<file path="src/rtl/regfile_pkg.sv">
// Shared types and helpers for the multi-port register file (regfile_mp).
package regfile_pkg;

  typedef enum logic {RF_CLEAR, RF_READY} rf_state_t;

  localparam int unsigned RF_MAX_NRD = 4;

  // Address width for a given depth, never narrower than one bit.
  function automatic int unsigned rf_aw(input int unsigned depth);
    int unsigned w;
    w = $clog2(depth);
    return (w < 1) ? 1 : w;
  endfunction

endpackage

</file>
<file path="src/rtl/regfile_clr_seq.sv">
// Clear sequencer: walks every entry once writing zero, then holds READY
// until a clear request restarts the walk from entry 0.
module regfile_clr_seq
  import regfile_pkg::*;
#(
  parameter int unsigned DEPTH = 32,
  parameter int unsigned AW    = rf_aw(DEPTH)
) (
  input  logic          clk,
  input  logic          rst,
  input  logic          clr_req,
  output logic          clr_we,
  output logic [AW-1:0] clr_addr,
  output logic          ready
);

  localparam logic [AW-1:0] LAST = AW'(DEPTH - 1);

  rf_state_t     state_q, state_d;
  logic [AW-1:0] cnt_q, cnt_d;

  always_ff @(posedge clk or negedge rst) begin
    if (!rst) begin
      state_q <= RF_CLEAR;
      cnt_q   <= '0;
    end else begin
      state_q <= state_d;
      cnt_q   <= cnt_d;
    end
  end

  always_comb begin
    state_d = state_q;
    cnt_d   = cnt_q;
    unique case (state_q)
      RF_CLEAR: begin
        if (cnt_q == LAST) begin
          state_d = RF_READY;
          cnt_d   = '0;
        end else begin
          cnt_d = cnt_q + AW'(1);
        end
      end
      RF_READY: begin
        if (clr_req) begin
          state_d = RF_CLEAR;
          cnt_d   = '0;
        end
      end
    endcase
  end

  assign clr_we   = (state_q == RF_CLEAR);
  assign clr_addr = cnt_q;
  assign ready    = (state_q == RF_READY);

endmodule

</file>
<file path="src/rtl/regfile_mp.sv">
// Parametrised register file with NRD registered read ports and a hardware
// clear sequencer. Define REGFILE_BYPASS_EN for write-first same-cycle reads.
module regfile_mp
  import regfile_pkg::*;
#(
  parameter  int unsigned DW       = 32,
  parameter  int unsigned DEPTH    = 32,
  parameter  int unsigned NRD      = 2,
  parameter  int unsigned ZERO_REG = 1,
  localparam int unsigned AW       = rf_aw(DEPTH)
) (
  input  logic              clk,
  input  logic              rst,
  input  logic              clr_req,
  output logic              ready,
  input  logic              we,
  input  logic [AW-1:0]     waddr,
  input  logic [DW-1:0]     wdata,
  input  logic [NRD*AW-1:0] raddr,
  output logic [NRD*DW-1:0] rdata
);

  localparam bit HAS_ZERO = (ZERO_REG != 0);

  if (NRD < 1 || NRD > RF_MAX_NRD) begin : g_bad_nrd
    $error("regfile_mp: NRD out of range");
  end

  logic          clr_we;
  logic [AW-1:0] clr_addr;

  regfile_clr_seq #(
    .DEPTH (DEPTH),
    .AW    (AW)
  ) u_clr_seq (
    .clk      (clk),
    .rst      (rst),
    .clr_req  (clr_req),
    .clr_we   (clr_we),
    .clr_addr (clr_addr),
    .ready    (ready)
  );

  logic [AW-1:0]  ra [NRD];
  logic           wr_inrange;
  logic [NRD-1:0] rd_inrange;

  for (genvar i = 0; i < NRD; i++) begin : g_ra
    assign ra[i] = raddr[i*AW +: AW];
  end

  // A power-of-two depth makes every address legal, so no compare is built.
  if (DEPTH == (1 << AW)) begin : g_pow2
    assign wr_inrange = 1'b1;
    assign rd_inrange = '1;
  end else begin : g_npow2
    localparam logic [AW:0] DEPTH_W = (AW+1)'(DEPTH);
    assign wr_inrange = ({1'b0, waddr} < DEPTH_W);
    for (genvar i = 0; i < NRD; i++) begin : g_rd
      assign rd_inrange[i] = ({1'b0, ra[i]} < DEPTH_W);
    end
  end

  logic wr_ok;
  assign wr_ok = ready && we && wr_inrange && !(HAS_ZERO && (waddr == '0));

  logic [DW-1:0] mem [DEPTH];
  logic          mem_we;
  logic [AW-1:0] mem_addr;
  logic [DW-1:0] mem_wdata;

  always_comb begin
    mem_we    = wr_ok;
    mem_addr  = waddr;
    mem_wdata = wdata;
    if (!ready) begin
      mem_we    = clr_we;
      mem_addr  = clr_addr;
      mem_wdata = '0;
    end
  end

  always_ff @(posedge clk) begin
    if (mem_we) begin
      mem[mem_addr] <= mem_wdata;
    end
  end

  logic [NRD*DW-1:0] rdata_q, rdata_d;

  always_comb begin
    rdata_d = '0;
    for (int unsigned i = 0; i < NRD; i++) begin
      if (ready && rd_inrange[i] && !(HAS_ZERO && (ra[i] == '0))) begin
        rdata_d[i*DW +: DW] = mem[ra[i]];
`ifdef REGFILE_BYPASS_EN
        if (wr_ok && (waddr == ra[i])) begin
          rdata_d[i*DW +: DW] = wdata;
        end
`endif
      end
    end
  end

  always_ff @(posedge clk or negedge rst) begin
    if (!rst) begin
      rdata_q <= '0;
    end else begin
      rdata_q <= rdata_d;
    end
  end

  // Gate so the first not-ready cycle after a clear request also reads zero.
  assign rdata = ready ? rdata_q : '0;

endmodule

</file>
<file path="config.mk">
export PLATFORM = sky130hd
export DESIGN_NAME = regfile_mp
export DESIGN_NICKNAME = d
export VERILOG_FILES = /design/src/rtl/regfile_pkg.sv /design/src/rtl/regfile_clr_seq.sv /design/src/rtl/regfile_mp.sv
export SDC_FILE = /design/constraint.sdc
export NUM_CORES = 1
export LEC_CHECK = 0
export CORE_MARGIN = 1.5
export CORE_UTILIZATION = 45
export DETAILED_ROUTE_END_ITERATION = 8
export GPL_ROUTABILITY_DRIVEN = 0
export SKIP_CTS_REPAIR_TIMING = 1
export SLEW_MARGIN = 20
export SYNTH_ARGS = -nofsm -noshare
export SYNTH_HDL_FRONTEND = slang
export SYNTH_HIERARCHICAL = 1
export SYNTH_SLANG_ARGS = --single-unit
</file>
<file path="constraint.sdc">
create_clock -name clk -period 4.1 [get_ports clk]
set_input_delay 0.82 -clock clk [delete_from_list [all_inputs] [get_ports clk]]
set_output_delay 0.82 -clock clk [all_outputs]
set_load 0.05 [all_outputs]
</file>
Word level (Yosys, flattened, before mapping)
Memories as Yosys holds them, arrays and structs flattened.
Cells that the tools add are included.
{"block": "word_totals", "ramBits": 1024, "word_cells": 32, "romBits": 0, "inputBits": 51, "register_bits": 70, "latch_bits": 0, "mem_count": 1}
{"memory": "mem", "words": 32, "width": 32, "rd": 2, "rd_ports_with_merged_regs": 0, "wr": 1, "line": "regfile_mp.sv:67", "rtl": "logic [DW-1:0] mem [DEPTH];"}
{"block": "classes", "n_bitwise": 1, "n_reduce_logical": 10, "magnitude_cmp": 0, "n_eq_ne": 2, "addsub": 1, "n_mux": 14, "div_mod_pow": 0, "shift": 0, "multipliers": 0}
{"op": "$mux W32", "count": 3}
{"op": "$mux W64", "count": 1}
{"op": "$logic_not A5 Y1", "count": 3}
{"op": "$mux W5", "count": 3}
{"op": "$pmux W5 S2", "count": 1}
{"op": "$add A5 B1 Y5 const B", "count": 1}
{"op": "$eq A5 B5 Y1 const B", "count": 1}
{"op": "$mux W1", "count": 5}
{"op": "$logic_and A1 B1 Y1", "count": 4}
{"op": "$logic_not A1 Y1", "count": 3}
{"op": "$ne A2 B2 Y1 const B", "count": 1}
{"op": "$pmux W1 S2", "count": 1}
{"op": "$not A1 Y1", "count": 1}

Logic depth before layout (Yosys ltp)
Gate-level depths: netlist of run 1.
{"block": "logic_depth", "ltp_word": 6, "ltp_mapped": 8, "ltp_nobuf": 6}

Hierarchy
Netlist of run 1, hierarchy kept.
{"module": "regfile_mp", "area_per_inst_um2": 50229.4, "instances": 1, "cells_each": 3034, "seq_area_each_um2": 32351.0}
{"module": "regfile_clr_seq", "area_per_inst_um2": 291.5, "instances": 1, "cells_each": 25, "seq_area_each_um2": 150.1}

Worst setup path after synthesis of run 1
Ideal clock, no wire load.
{"block": "synth_timing", "path_kind": "reg-to-reg", "startpoint": "register u_clr_seq.state_q (netlist: u_clr_seq/ready)", "endpoint": "memory mem[0][0], enable pin", "n_path_buf": 2, "synth_period_minus_slack_ns": 3.602, "t_arrival_ns": 3.181, "setup_slack_ns": 0.498, "stages_incl_launch_ff": 7, "cell_sequence": "dfrtp_1 > buf_2 > buf_2 > nand2_1 > o31ai_1 > nand2_1 > nor2_1"}
{"block": "synth_between", "elab_chain_cells": 5, "word_cells_on_any_way": 7, "classes_between": "mux (4); bitwise (1); reduce/logical (2)"}
{"item": "from (decl)", "line": "regfile_clr_seq.sv:19", "rtl": "rf_state_t state_q, state_d;"}
{"item": "from (signal assigned)", "line": "regfile_clr_seq.sv:27", "rtl": "state_q <= state_d;"}
{"item": "$logic_and A1 B1 Y1 (2 in series)", "line": "regfile_mp.sv:65", "rtl": "assign wr_ok = ready && we && wr_inrange && !(HAS_ZERO && (waddr == '0));"}
{"item": "$mux W1", "line": "regfile_mp.sv:76", "rtl": "if (!ready) begin"}
{"item": "$mux W1", "line": "regfile_mp.sv:84", "rtl": "if (mem_we) begin"}
{"item": "$mux W1 (implied by the code)", "line": "regfile_mp.sv:85", "rtl": "mem[mem_addr] <= mem_wdata;"}
{"item": "to (decl)", "line": "regfile_mp.sv:67"}
Parallel ways exist; a longest one is shown, timed or not.

Worst setup path in the final report of run 1
{"block": "layout_timing", "startpoint": "register u_clr_seq.state_q (netlist: u_clr_seq/ready)", "endpoint": "output rdata[54]"}
{"block": "layout_between", "elab_chain_cells": 1}
{"item": "$mux W64", "line": "regfile_mp.sv:114", "rtl": "assign rdata = ready ? rdata_q : '0;"}
{"item": "to (decl)", "line": "regfile_mp.sv:20", "rtl": "output logic [NRD*DW-1:0] rdata"}
No other way between the ends.

==> results of run 1 <==
## power breakdown
group	internal [mW]	total (mW)	switching [mW]
combinational	1.80	5.65	3.86
clock	6.20	10.6	4.43
sequential	14.3	15.0	0.666
total	22.3	31.3	8.95
## logic make-up after synthesis
logic type,Yosys count
compound gates,397
xor+xnor,1
fa+ha+maj,2
buf+inv,241
flops,1094
mux,776
simple gates,548
## final timing paths
check / to / slack, ns / from / cells after the start
setup / recovery: rdata[54] / 0.38 / u_clr_seq/ready / 3
setup reg to reg: rdata_q[7] / 1.27 / u_clr_seq/ready / 6
max in group asynchronous: rdata_q[30] / 3.09 / rst / 2
hold / removal: rdata_q[2] / 0.16 / rst / 1
min in group clk: u_clr_seq/clr_addr[1] / 0.61 / u_clr_seq/clr_addr[1] / 1
hold reg to reg: u_clr_seq/clr_addr[1] / 0.61 / u_clr_seq/clr_addr[1] / 1
## state kept, by name (all words and copies together) (netlist names)
name / cells
rdata_q: 64
u_clr_seq/clr_addr: 5
mem: 1024
u_clr_seq/ready: 1
## metal layers
metal	part of all wire, %	wire length (um)	up-vias	GRT usage (%)
li1	-	-	12770	-
met1	39	64840	16550	40.06
met2	47	77880	1982	45.97
met3	10	16950	361	5.772
met4	3.9	6540	2	11.18
met5	0.0054	9	-	0
## layout by cell type (no fill, tap or decap), types with 25 or more instances in the layout
master / n
and2_1: 85
buf_4: 110
clkbuf_16: 115
mux2i_1: 518
edfxtp_1: 1024
a21oi_1: 107
clkdlybuf4s50_1: 108
buf_12: 43
dfrtp_1: 69
nand3_1: 154
nand2_1: 148
a22oi_1: 172
a31oi_1: 53
nor2_4: 38
clkbuf_1: 25
a22o_1: 54
mux4_2: 232
nand4_1: 64
## synth_stat cells, drive strengths merged, types with 3 or more instances
master	count
edfxtp	1024
mux2i	518
mux4	254
a22oi	172
nand3	156
buf	152
nand2	148
a21oi	107
and2	102
clkbuf	83
dfrtp	70
nand4	64
a22o	54
a31oi	53
nor2	42
and3	11
nor2b	9
mux2	4
and4b	3
dlymetal6s2s	3
inv	3
o21ai	3
## worst max-delay path: cells and delay by family (launching register included)
| kind | cells | cell delay (ns) |
|---|---|---|
| buf+inv | 2 | 1.24 |
| flops | 1 | 0.65 |
| simple gates | 1 | 0.19 |
## layout make-up
| class | instances | area share [%] |
|---|---|---|
| sequential | 1094 | 55.89 |
| multi-input combinational | 1724 | 29.25 |
| clock buffer | 152 | 5.393 |
| timing repair buffer | 270 | 4.982 |
| tap | 1488 | 3.201 |
| clock inverter | 64 | 1.250 |
| inverter | 3 | 0.01936 |
| antenna | 3 | 0.01291 |
==> out/results.ini, run 1 <==
[yosys]
synthCells=3059
synth_area_mm2=0.05052
ys_seq_elements=1094
synth_area_leaders=edfxtp_1 61%, mux4_2 10%, mux2i_1 10%
synth_compound_area_share_pct=5.382
synth-edff-count=1024
synth_simple_gate_area_share_pct=5.587
synth_top_family_by_area=multiplexers
synth_sequential_area_ratio_pct=64.33
synth_mux_area_share_pct=21.85
synth_ff_type=edfxtp_1
syn-num-nets=3112
synthArstFlopShare_pct=6.399
syn_avg_cell_area_um2=16.52
ys_warn_count=6
yosys.area_share.xor_xnor_pct=0.01734
yosysUniqueCellTypes=52
synth-adder-area-share_pct=0.04953
synth_largest_area_cell=edfxtp_1
yosysTopAreaCellShare_pct=60.86

[cts]
numClockSinks=1094
clock_path_buffers=3
cts_tree=yes
clock_latency_ns=0.72
cts_buffers=113
cts_root_buf=clkbuf_16
clk_pin_slew_ns=0.06
h-tree-depth=3

[timing]
timing.final.crit_share_pct=90.81
max_freq_mhz=268.6
hold_viol_final=0
finalSetupViolations=0
fin_skew_ns=0.03068
whs_ns=0.1559
rsz0062_at_grt=no
setup_ws_ns=0.3769
finalSetupTns_ns=0
min_period_ns=3.723
worst_pin_slew_ns=1.126
max-slew-margin-rel_pct=24.96
slew_viol_final=0

[critical_path]
crit_path_top_delay_cell=clkdlybuf4s50_1
crit_fanout=71
cp-start-kind=register
worst-endpoint-arrival_ns=2.90
cp.required_ns=3.28
cp_slowest_stage_delay_ns=0.94
worstSetupPathType=register to output pin
critPathCaptureType=output pin
worstPathCellList=buf_12, and2_1, clkdlybuf4s50_1

[power]
ir_worst_vdd_v=0.0003810
p_total_mw=31.25
cellLeakagePower_nw=20.43
power_density_mw_per_mm2=537.3

[grt]
grt_pass1_wl_mm=233.8
grt_usage_pct=29.15
antenna_found_initial=8
grt_overflow=0
grt_pass1_vias=31810
grt_max_degree=78

[outcome]
status=finished clean

[drt]
via_per_inst=6.600
drt.antenna.violating_nets=0
drt_first_iter_violations=4325
wire_per_inst_um=34.64
drc=0
dr.pass1.iters=5
routed_wl_mm=166.2
vias=31670

[floorplan]
coreArea_mm2=0.1110
die_h_um=338.1
num_io_pins=116
die_w_um=338.1
rows=122
die_area_mm2=0.1143
start_util_pct=45.53

[layout]
fin_util_pct=52.41
area_growth_pct=15.12
multi_input_area_mm2=0.01702
final_area_mm2=0.05816
drive_gt1_share_pct=19.81
fill_cells=8877
register_area_mm2=0.03250
instances_no_fill=4798
fin_nets=3259

[place]
port_buffers=115
dp.cells=4576
dpl_cell_area_mm2=0.05423
pre_cts_ws_ns=0.7952
dp_hpwl_mm=102.5

[worst_hold_path]
hp-class=input pin to async pin

[job]
drv_cap=0

(Power assumes the default switching activity.)
==> run 2: changes to the inputs <==
- SLEW_MARGIN: 20 -> 10
==> run 2 against run 1 <==
  * Cell count fell by 0.17%
  * Via count grew 0.37%
  * Hold slack better by 0.0056 ns
  * Fmax up 0.47%
  * Flip-flop and latch count unchanged
  * Die area unchanged
  * Sequential power about the same
  * Final area shrank 0.16%
  * Total power about the same
  * Critical path type unchanged
  * Global-route usage rose by 0.075 points
==> out/results.ini, run 2 (synthesis gave the netlist of run 1 again) <==
[power]
ir_worst_vdd_v=0.0003703  ; -2.8%
p_total_mw=31.23  ; about the same
power_density_mw_per_mm2=537.8  ; about the same
cellLeakagePower_nw=20.39  ; -0.18%

[grt]
grt_pass1_wl_mm=234.0  ; about the same
antenna_found_initial=7  ; -1
grt_pass1_vias=31880  ; +0.21%
grt_overflow=0  ; unchanged
grt_usage_pct=29.22  ; +0.075 points
grt_max_degree=78  ; unchanged

[cts]
cts_tree=yes
cts_root_buf=clkbuf_16
clock_latency_ns=0.71  ; about the same
numClockSinks=1094  ; unchanged
h-tree-depth=3  ; unchanged
clk_pin_slew_ns=0.06  ; about the same
clock_path_buffers=3  ; unchanged
cts_buffers=113  ; unchanged

[job]
drv_cap=0  ; unchanged

[place]
dp.cells=4576  ; unchanged
pre_cts_ws_ns=0.7919  ; -0.003345 ns
dp_hpwl_mm=102.5  ; about the same
dpl_cell_area_mm2=0.05423  ; about the same
port_buffers=115  ; unchanged

[layout]
fill_cells=8898  ; +0.24%
fin_util_pct=52.33  ; -0.082 points
largest_reg_flops=1024  ; unchanged
fin_nets=3256  ; -0.092%
layout_common_cells=1024 x edfxtp_1, 518 x mux2i_1, 232 x mux4_2, 172 x a22oi_1, 154 x nand3_1
area_growth_pct=14.94
instances_no_fill=4790  ; -0.17%
largest-register=mem
drive_gt1_share_pct=19.27  ; -0.54 points
final_area_mm2=0.05807  ; -0.16%
final_common_cell=edfxtp_1

[timing]
hold_viol_final=0  ; unchanged
max-slew-margin-rel_pct=15.15  ; -9.8 points
worst_pin_slew_ns=1.273  ; +0.1472 ns
slew_viol_final=0  ; unchanged
whs_ns=0.1616  ; +0.005649 ns
setup_ws_ns=0.3943  ; +0.01735 ns
timing.final.crit_share_pct=90.38  ; -0.42 points
fin_skew_ns=0.02325  ; -0.007428 ns
finalSetupViolations=0  ; unchanged
rsz0062_at_grt=no
finalSetupTns_ns=0  ; unchanged
min_period_ns=3.706  ; -0.01735 ns
max_freq_mhz=269.9  ; +0.47%

[critical_path]
worstSetupPathType=register to output pin
worstPathCellList=buf_12, and2_1, clkdlybuf4s50_1
crit_path_top_delay_cell=clkdlybuf4s50_1
crit_fanout=71  ; unchanged
cp.required_ns=3.28  ; about the same
cp_slowest_stage_delay_ns=0.93  ; about the same
critPathCaptureType=output pin
worst-endpoint-arrival_ns=2.89  ; about the same
cp-start-kind=register

[drt]
wire_per_inst_um=34.80  ; +0.46%
drt.antenna.violating_nets=0  ; unchanged
via_per_inst=6.635  ; +0.53%
vias=31780  ; +0.37%
routed_wl_mm=166.7  ; +0.29%
dr.pass1.iters=5  ; unchanged
drt_first_iter_violations=4004  ; -7.4%
drc=0  ; unchanged

[outcome]
status=finished clean

[floorplan]
num_io_pins=116  ; unchanged
die_h_um=338.1  ; unchanged
die_area_mm2=0.1143  ; unchanged
rows=122  ; unchanged
die_w_um=338.1  ; unchanged
coreArea_mm2=0.1110  ; unchanged
start_util_pct=45.53  ; unchanged

[worst_hold_path]
hp-class=input pin to async pin

## run 2: path summary, 6_finish.rpt
path                                            start                     to  slack (ns)  cells after the start
worst max-delay path                  u_clr_seq/ready              rdata[54]        0.39                      3
worst min-delay path                              rst  u_clr_seq/clr_addr[2]        0.16                      1
worst max register to register        u_clr_seq/ready             mem[7][22]        1.32                      6
worst min register to register  u_clr_seq/clr_addr[1]  u_clr_seq/clr_addr[1]        0.61                      1
max in group asynchronous                         rst            rdata_q[20]        3.09                      2
min in group clk                u_clr_seq/clr_addr[1]  u_clr_seq/clr_addr[1]        0.61                      1
## run 2: critical path, delay by kind of cell (launching register included)
family / cells / cell delay [ns]
buf+inv: 2 / 1.24
flops: 1 / 0.64
simple gates: 1 / 0.18
## run 2: power breakdown
group / leakage (nW) / total [mW] / internal (mW) / switching (mW)
clock network: 1.86 / 10.6 / 6.23 / 4.40
logic: 8.07 / 5.63 / 1.77 / 3.85
registers: 10.5 / 15.0 / 14.3 / 0.663
total: 20.4 / 31.2 / 22.3 / 8.91
## run 2: layer usage
| layer | vias up | routed length (um) | share of wire (%) | GRT usage [%] |
|---|---|---|---|---|
| met1 | 16730 | 65890 | 40 | 40.20 |
| met2 | 1908 | 78150 | 47 | 46.40 |
| met5 | - | 39 | 0.023 | 0 |
| met3 | 367 | 15890 | 9.5 | 5.572 |
| met4 | 6 | 6728 | 4.0 | 10.80 |
| li1 | 12770 | - | - | - |
## run 2: cell type report
cell class / instances / area [um^2] / area share [%]
Clock inverter: 71 / 815.8 / 1.405
Sequential cell: 1094 / 32500 / 55.97
Antenna cell: 1 / 2.502 / 0.004309
Inverter: 3 / 11.26 / 0.01939
Clock buffer: 142 / 3019 / 5.199
Timing Repair Buffer: 267 / 2853 / 4.913
Multi-Input combinational cell: 1724 / 17000 / 29.28
Tap cell: 1488 / 1862 / 3.206
